--- src/rtl/uart_rx_os_pkg.sv ---
// Shared definitions for the oversampled UART receiver.
// Latency: n/a (types, constants and helpers only).
// Backpressure: n/a.
//
// Contents: receiver state encoding, strobe-width constant shared with the
// TX block, the mid-bit sample point helper and a 3-input majority vote.
package uart_rx_os_pkg;

  typedef enum logic [1:0] {
    RX_IDLE  = 2'd0,
    RX_START = 2'd1,
    RX_DATA  = 2'd2,
    RX_STOP  = 2'd3
  } rx_state_e;

  // Oversample strobe is a single core clock wide on both RX and TX sides.
  localparam int unsigned OS_STB_CYCLES = 1;

  // Centre of a bit period in oversample ticks; samples are taken at M-1, M, M+1.
  function automatic int unsigned mid_point(input int unsigned oversample);
    return oversample / 2;
  endfunction

  function automatic logic maj3(input logic a, input logic b, input logic c);
    return (a & b) | (a & c) | (b & c);
  endfunction

endpackage

--- src/rtl/uart_rx_os_sync_ff.sv ---
// Multi-stage synchronizer for an asynchronous single-bit input.
// Latency: STAGES clk_i cycles from d_i to q_o.
// Backpressure: none, free running.
//
// Ports: clk_i/rst_i (sync, active-high), d_i async input, q_o synchronized
// output. All stages reset to 1 so an idle-high line does not glitch low.
module sync_ff #(
  parameter int unsigned STAGES = 2
) (
  input  logic clk_i,
  input  logic rst_i,
  input  logic d_i,
  output logic q_o
);

  logic [STAGES-1:0] sync_q;

  always_ff @(posedge clk_i) begin
    if (rst_i) begin
      sync_q <= '1;
    end else begin
      sync_q <= {sync_q[STAGES-2:0], d_i};
    end
  end

  assign q_o = sync_q[STAGES-1];

endmodule

--- src/rtl/uart_rx_os.sv ---
// Oversampled UART receiver: start detect, 3-sample majority vote, LSB-first shift, stop check.
// Latency: valid_o rises one clk_i after the stop-bit decision strobe (about 9.5 bit times + sync).
// Backpressure: valid/ready; a frame that completes while a word is still pending is dropped and ovr_o pulses.
//
// Ports: clk_i, rst_i (sync, active-high), os_stb_i (1-cycle oversample strobe),
// rxd_i (async serial line, idle high), data_o/ferr_o/brk_o/valid_o with ready_i
// (received word and status), ovr_o (1-cycle overrun pulse).
module uart_rx_os
  import uart_rx_os_pkg::*;
#(
  parameter int unsigned DATA_BITS   = 8,
  parameter int unsigned OVERSAMPLE  = 16,
  parameter int unsigned SYNC_STAGES = 2
) (
  input  logic                 clk_i,
  input  logic                 rst_i,
  input  logic                 os_stb_i,
  input  logic                 rxd_i,
  output logic [DATA_BITS-1:0] data_o,
  output logic                 ferr_o,
  output logic                 brk_o,
  output logic                 valid_o,
  input  logic                 ready_i,
  output logic                 ovr_o
);

  localparam int unsigned PH_W = $clog2(OVERSAMPLE);
  localparam int unsigned BC_W = $clog2(DATA_BITS);
  localparam int unsigned M    = mid_point(OVERSAMPLE);

  localparam logic [PH_W-1:0] PH_S0   = PH_W'(M - 1);
  localparam logic [PH_W-1:0] PH_S1   = PH_W'(M);
  localparam logic [PH_W-1:0] PH_DEC  = PH_W'(M + 1);
  localparam logic [PH_W-1:0] PH_LAST = PH_W'(OVERSAMPLE - 1);
  localparam logic [BC_W-1:0] BC_LAST = BC_W'(DATA_BITS - 1);

  logic                 rxs;
  rx_state_e            state_q;
  logic [PH_W-1:0]      ph_q;
  logic [PH_W-1:0]      ph_inc;
  logic [BC_W-1:0]      bc_q;
  logic [DATA_BITS-1:0] shift_q;
  logic [DATA_BITS-1:0] shift_d;
  logic                 s0_q;
  logic                 s1_q;
  logic                 maj_d;
  logic                 ferr_d;
  logic                 brk_d;
  logic                 commit;
  // Cleared after a frame whose stop bit read low, so a held-low line (break)
  // must return high before another start bit is accepted.
  logic                 armed_q;
  logic [DATA_BITS-1:0] data_q;
  logic                 ferr_q;
  logic                 brk_q;
  logic                 valid_q;
  logic                 ovr_q;

  sync_ff #(
    .STAGES(SYNC_STAGES)
  ) u_sync (
    .clk_i(clk_i),
    .rst_i(rst_i),
    .d_i  (rxd_i),
    .q_o  (rxs)
  );

  // Third sample is the live synchronized line on the decision strobe.
  assign maj_d   = maj3(s0_q, s1_q, rxs);
  assign shift_d = {maj_d, shift_q[DATA_BITS-1:1]};
  assign ferr_d  = ~maj_d;
  assign brk_d   = (shift_q == '0) & ferr_d;
  assign ph_inc  = (ph_q == PH_LAST) ? '0 : ph_q + PH_W'(1);
  assign commit  = os_stb_i && (state_q == RX_STOP) && (ph_q == PH_DEC);

  always_ff @(posedge clk_i) begin
    if (rst_i) begin
      state_q <= RX_IDLE;
      ph_q    <= '0;
      bc_q    <= '0;
      shift_q <= '0;
      s0_q    <= 1'b1;
      s1_q    <= 1'b1;
      armed_q <= 1'b1;
      data_q  <= '0;
      ferr_q  <= 1'b0;
      brk_q   <= 1'b0;
      valid_q <= 1'b0;
      ovr_q   <= 1'b0;
    end else begin
      // Output handshake; a commit below takes priority over the drop of valid.
      ovr_q <= 1'b0;
      if (valid_q && ready_i) begin
        valid_q <= 1'b0;
      end
      if (commit) begin
        if (!valid_q || ready_i) begin
          data_q  <= shift_q;
          ferr_q  <= ferr_d;
          brk_q   <= brk_d;
          valid_q <= 1'b1;
        end else begin
          ovr_q <= 1'b1;
        end
      end

      if (os_stb_i) begin
        if (ph_q == PH_S0) s0_q <= rxs;
        if (ph_q == PH_S1) s1_q <= rxs;

        unique case (state_q)
          RX_IDLE: begin
            ph_q <= '0;
            if (rxs) begin
              armed_q <= 1'b1;
            end else if (armed_q) begin
              state_q <= RX_START;
            end
          end
          RX_START: begin
            ph_q <= ph_inc;
            if ((ph_q == PH_DEC) && maj_d) begin
              // False start: line was high again by mid-bit.
              state_q <= RX_IDLE;
              ph_q    <= '0;
            end else if (ph_q == PH_LAST) begin
              state_q <= RX_DATA;
              bc_q    <= '0;
            end
          end
          RX_DATA: begin
            ph_q <= ph_inc;
            if (ph_q == PH_DEC) begin
              shift_q <= shift_d;
            end
            if (ph_q == PH_LAST) begin
              if (bc_q == BC_LAST) begin
                state_q <= RX_STOP;
              end else begin
                bc_q <= bc_q + BC_W'(1);
              end
            end
          end
          RX_STOP: begin
            ph_q <= ph_inc;
            if (ph_q == PH_DEC) begin
              // Return mid-stop-bit so the next start edge is caught promptly.
              state_q <= RX_IDLE;
              ph_q    <= '0;
              if (!maj_d) armed_q <= 1'b0;
            end
          end
        endcase
      end
    end
  end

  assign data_o  = data_q;
  assign ferr_o  = ferr_q;
  assign brk_o   = brk_q;
  assign valid_o = valid_q;
  assign ovr_o   = ovr_q;

endmodule

--- config.mk ---
export PLATFORM = sky130hd
export DESIGN_NAME = uart_rx_os
export DESIGN_NICKNAME = d
export VERILOG_FILES = /design/src/rtl/uart_rx_os_pkg.sv /design/src/rtl/uart_rx_os_sync_ff.sv /design/src/rtl/uart_rx_os.sv
export SDC_FILE = /design/constraint.sdc
export NUM_CORES = 1
export LEC_CHECK = 0
export CAP_MARGIN = 20
export CELL_PAD_IN_SITES_DETAIL_PLACEMENT = 0
export CELL_PAD_IN_SITES_GLOBAL_PLACEMENT = 1
export CORE_MARGIN = 2
export CORE_UTILIZATION = 38
export CTS_CLUSTER_SIZE = 8
export DETAILED_ROUTE_END_ITERATION = 8
export PLACE_DENSITY_LB_ADDON = 0.05
export SETUP_SLACK_MARGIN = 0.1
export SKIP_CTS_REPAIR_TIMING = 1
export SYNTH_ARGS = -nofsm -noshare
export SYNTH_HDL_FRONTEND = slang
export SYNTH_HIERARCHICAL = 1
export SYNTH_SLANG_ARGS = --single-unit
--- constraint.sdc ---
create_clock -name clk_i -period 1.6 [get_ports clk_i]
set_input_delay 0.32 -clock clk_i [delete_from_list [all_inputs] [get_ports clk_i]]
set_output_delay 0.32 -clock clk_i [all_outputs]
set_load 0.05 [all_outputs]
==> impl_metrics.toml <==
[power_and_ir_drop]
leakage_nw = 0.813
p_int_w = 0.00122
power.density_nw_per_um2 = 759
power.share.switching = 0.234
power.share.combinational = 0.076
power.share.clock = 0.385
share_seq_of_total_power = 0.540
design_power_total_w = 0.00159
power.net_switching_w = 0.000373
vdd_ir_drop_max_mv = 0.477

[die]
initial_core_util = 0.390
placeableCoreArea_um2 = 3970
die_w_um = 67.9
floorplan.rows = 23
fp.dieArea_um2 = 4610
number_of_i_o_pins = 17
die-height_um = 67.9

[timing]
slew_headroom = 0.766
finalHoldViolCount = 0
setup_repair_after_global_routing_missed_its_margin = "yes"
final_min_period_over_clock_period = 1.00
setup_ws_ns = -0.00699
max_freq_ghz = 0.622
finalWorstPathRequiredPeriod_ns = 1.61
setup_viol_count_final = 3
hold-worst-slack_ns = 0.412
worst_clock_skew_ns = 0.00479
tightest_slew_ns = 0.347
timing.final.max_slew_violations = 0

[finish]
finalNonFillerCells = 247
area_growth_syn_to_layout_pct = 35.1
layout.nets = 206
finalCoreUtilization = 0.527
most_common_cell_after_layout_fill_and_taps_aside = "buf_4"
layout_common_cells = "buf_4, dfxtp_1, nor2_1, mux2i_1, a21oi_1"
ant_diodes = 0
drive_gt1_frac = 0.335

[grt]
first_global_vias = 1152
antenna_found_initial = 0
wire_length_of_the_first_global_routing_pass_um = 5450
grt_overflow = 0
grt_resource_usage_total = 0.161
grt_max_degree = 24

[yosys]
synthCells = 158
synth_top_cell_by_area = "dfxtp_1"
synth.yosys.seq_area_share = 0.439
ys_ff_latch = 34
synth_flop_cell = "dfxtp_1"
synth_async_sr_flop_share = 0
yosys-top-cells-area = "dfxtp_1, mux2i_1, nor2_1"
synth_cell_types = 40
syn-num-nets = 168
synthesis.area_per_instance_um2 = 9.81
mappedNetlistArea_um2 = 1550
yosysWarnings = 6
synth_edf_count = 0
synth_largest_type_area_fraction = 0.439

[place]
routabilityCongestion = 0.886
placedCellCount = 234
number_of_i_o_port_buffers = 16
dp_hpwl_um = 2370

[detailed_routing]
routed_via_density = 4.97
average_routed_wire_per_standard_cell_um = 13.5
antenna_left = 0
drt_iter0_drc = 35
vias = 1228
drc = 0
firstDrtPassIters = 4
drt-total-wl_um = 3320

[critical_path]
crit_path_max_fanout = 3
cp_data_arrival_time_ns = 1.78
worstSetupPathType = "reg -> reg"
critical_path.startpoint_type = "flip-flop"
crit_path_frequent_cell = "ha_4"
end_kind = "flip-flop"
cpPeakStageDelay_ns = 0.38
cp_slowest_cell = "or3b_4"
cp_cell_sequence = "ha_4, ha_4, or3b_4, a21oi_4, mux2i_1, nor2_1"
worstPathRequired_ns = 1.78

[cts]
root_buffer = "clkbuf_8"
cts_made_buffers = 5
cts_tree = "built"
worst_skew_pair.late_latency_ns = 0.28
clk_pin_slew_ns = 0.07
cts_max_level = 2
numClockSinks = 34
cts.path.max_buffers = 2

[run_status]
failing_checks = "setup timing"
run_status = "complete, but fails checks"

[job]
cap_viol_max_count = 0

[hold_path]
timing.hold.worst.class = "reg -> reg"
-- logic make-up (layout without fill, tap and decap cells) --
group           after synthesis  after routing  synth area share
simple gates                 65             65             0.251
fa+ha+maj                     6              6            0.0468
mux                          20             20             0.129
flops                        34             34             0.439
compound gates               21             21            0.0977
buf+inv                      12             51            0.0363
-- routing by layer --
layer | part of all wire | wire length (um) | GRT usage | vias to the layer above
li1 | - | - | - | 633
met1 | 0.47 | 1550 | 0.212 | 572
met2 | 0.49 | 1630 | 0.256 | 21
met3 | 0.036 | 120 | 0.0493 | 2
met4 | 0.0069 | 23 | 0.0450 | 0
met5 | 0 | 0 | 0 | -
-- path summary, 6_finish.rpt --
check	from	slack (ns)	end	cells after the start
setup / recovery	bc_q[1]	-0.007	bc_q[1]	6
hold / removal	u_sync/sync_q[0]	0.41	u_sync/sync_q[1]	1
setup reg to reg	bc_q[1]	-0.007	bc_q[1]	6
hold reg to reg	u_sync/sync_q[0]	0.41	u_sync/sync_q[1]	1
-- power by group through the flow --
| stage | Sequential (W) | Combinational [W] | Clock (W) |
|---|---|---|---|
| 3_3_place_gp | 0.000876 | 0.000106 | 0 |
| 5_1_grt | 0.000859 | 0.000130 | 0.000675 |
| 3_5_place_dp | 0.000876 | 0.000106 | 0 |
| 4_1_cts | 0.000856 | 0.000107 | 0.000644 |
| 2_1_floorplan | 0.000875 | 0.0000624 | 0 |
| 6_report | 0.000858 | 0.000120 | 0.000612 |
-- cell type report --
type / count / area (um^2)
clock inverters: 2 / 13.8
multi-input cells: 112 / 885
repair buffers: 39 / 360
clock buffers: 6 / 72.6
inverters: 4 / 15.0
well taps: 50 / 62.6
flip-flops and latches: 34 / 686
fillers: 362 / 1880
-- critical path: cells and delay by family (launching register included) --
kind	cells	cell delay [ns]
AND/OR/NAND/NOR	2	0.44
adder cells (fa/ha/maj)	2	0.31
flip-flops	1	0.34
AO/OA/AOI/OAI	1	0.21
multiplexers	1	0.20
-- sequential cells by signal (all words and copies together), names as in the netlist, named ones only --
name	count
s1_q	1
brk_o	1
ph_q	4
u_sync/sync_q	2
s0_q	1
bc_q	3
ovr_o	1
valid_o	1
armed_q	1
data_o	8
shift_q	8
ferr_o	1
state_q	1
-- stage by stage --
step	setup slack, ns	area, um^2	setup TNS (ns)
2_1_floorplan	0.0238	1580	0
3_3_place_gp	-0.173	1900	-3.58
4_1_cts	-0.0983	1990	-0.287
6_report	-0.00699	2090	-0.0131
5_1_grt	-0.0889	2090	-0.252
3_5_place_dp	-0.207	1900	-3.91
-- Yosys cell counts (all sizes together), types with 4 or more instances --
cell type  number
nand2b          5
mux2i          20
ha              5
nand2           4
a21oi           8
clkbuf          4
and3            4
nor2           26
inv             4
dfxtp          34
buf             4
No activity file was read; power rests on OpenSTA's default activity.
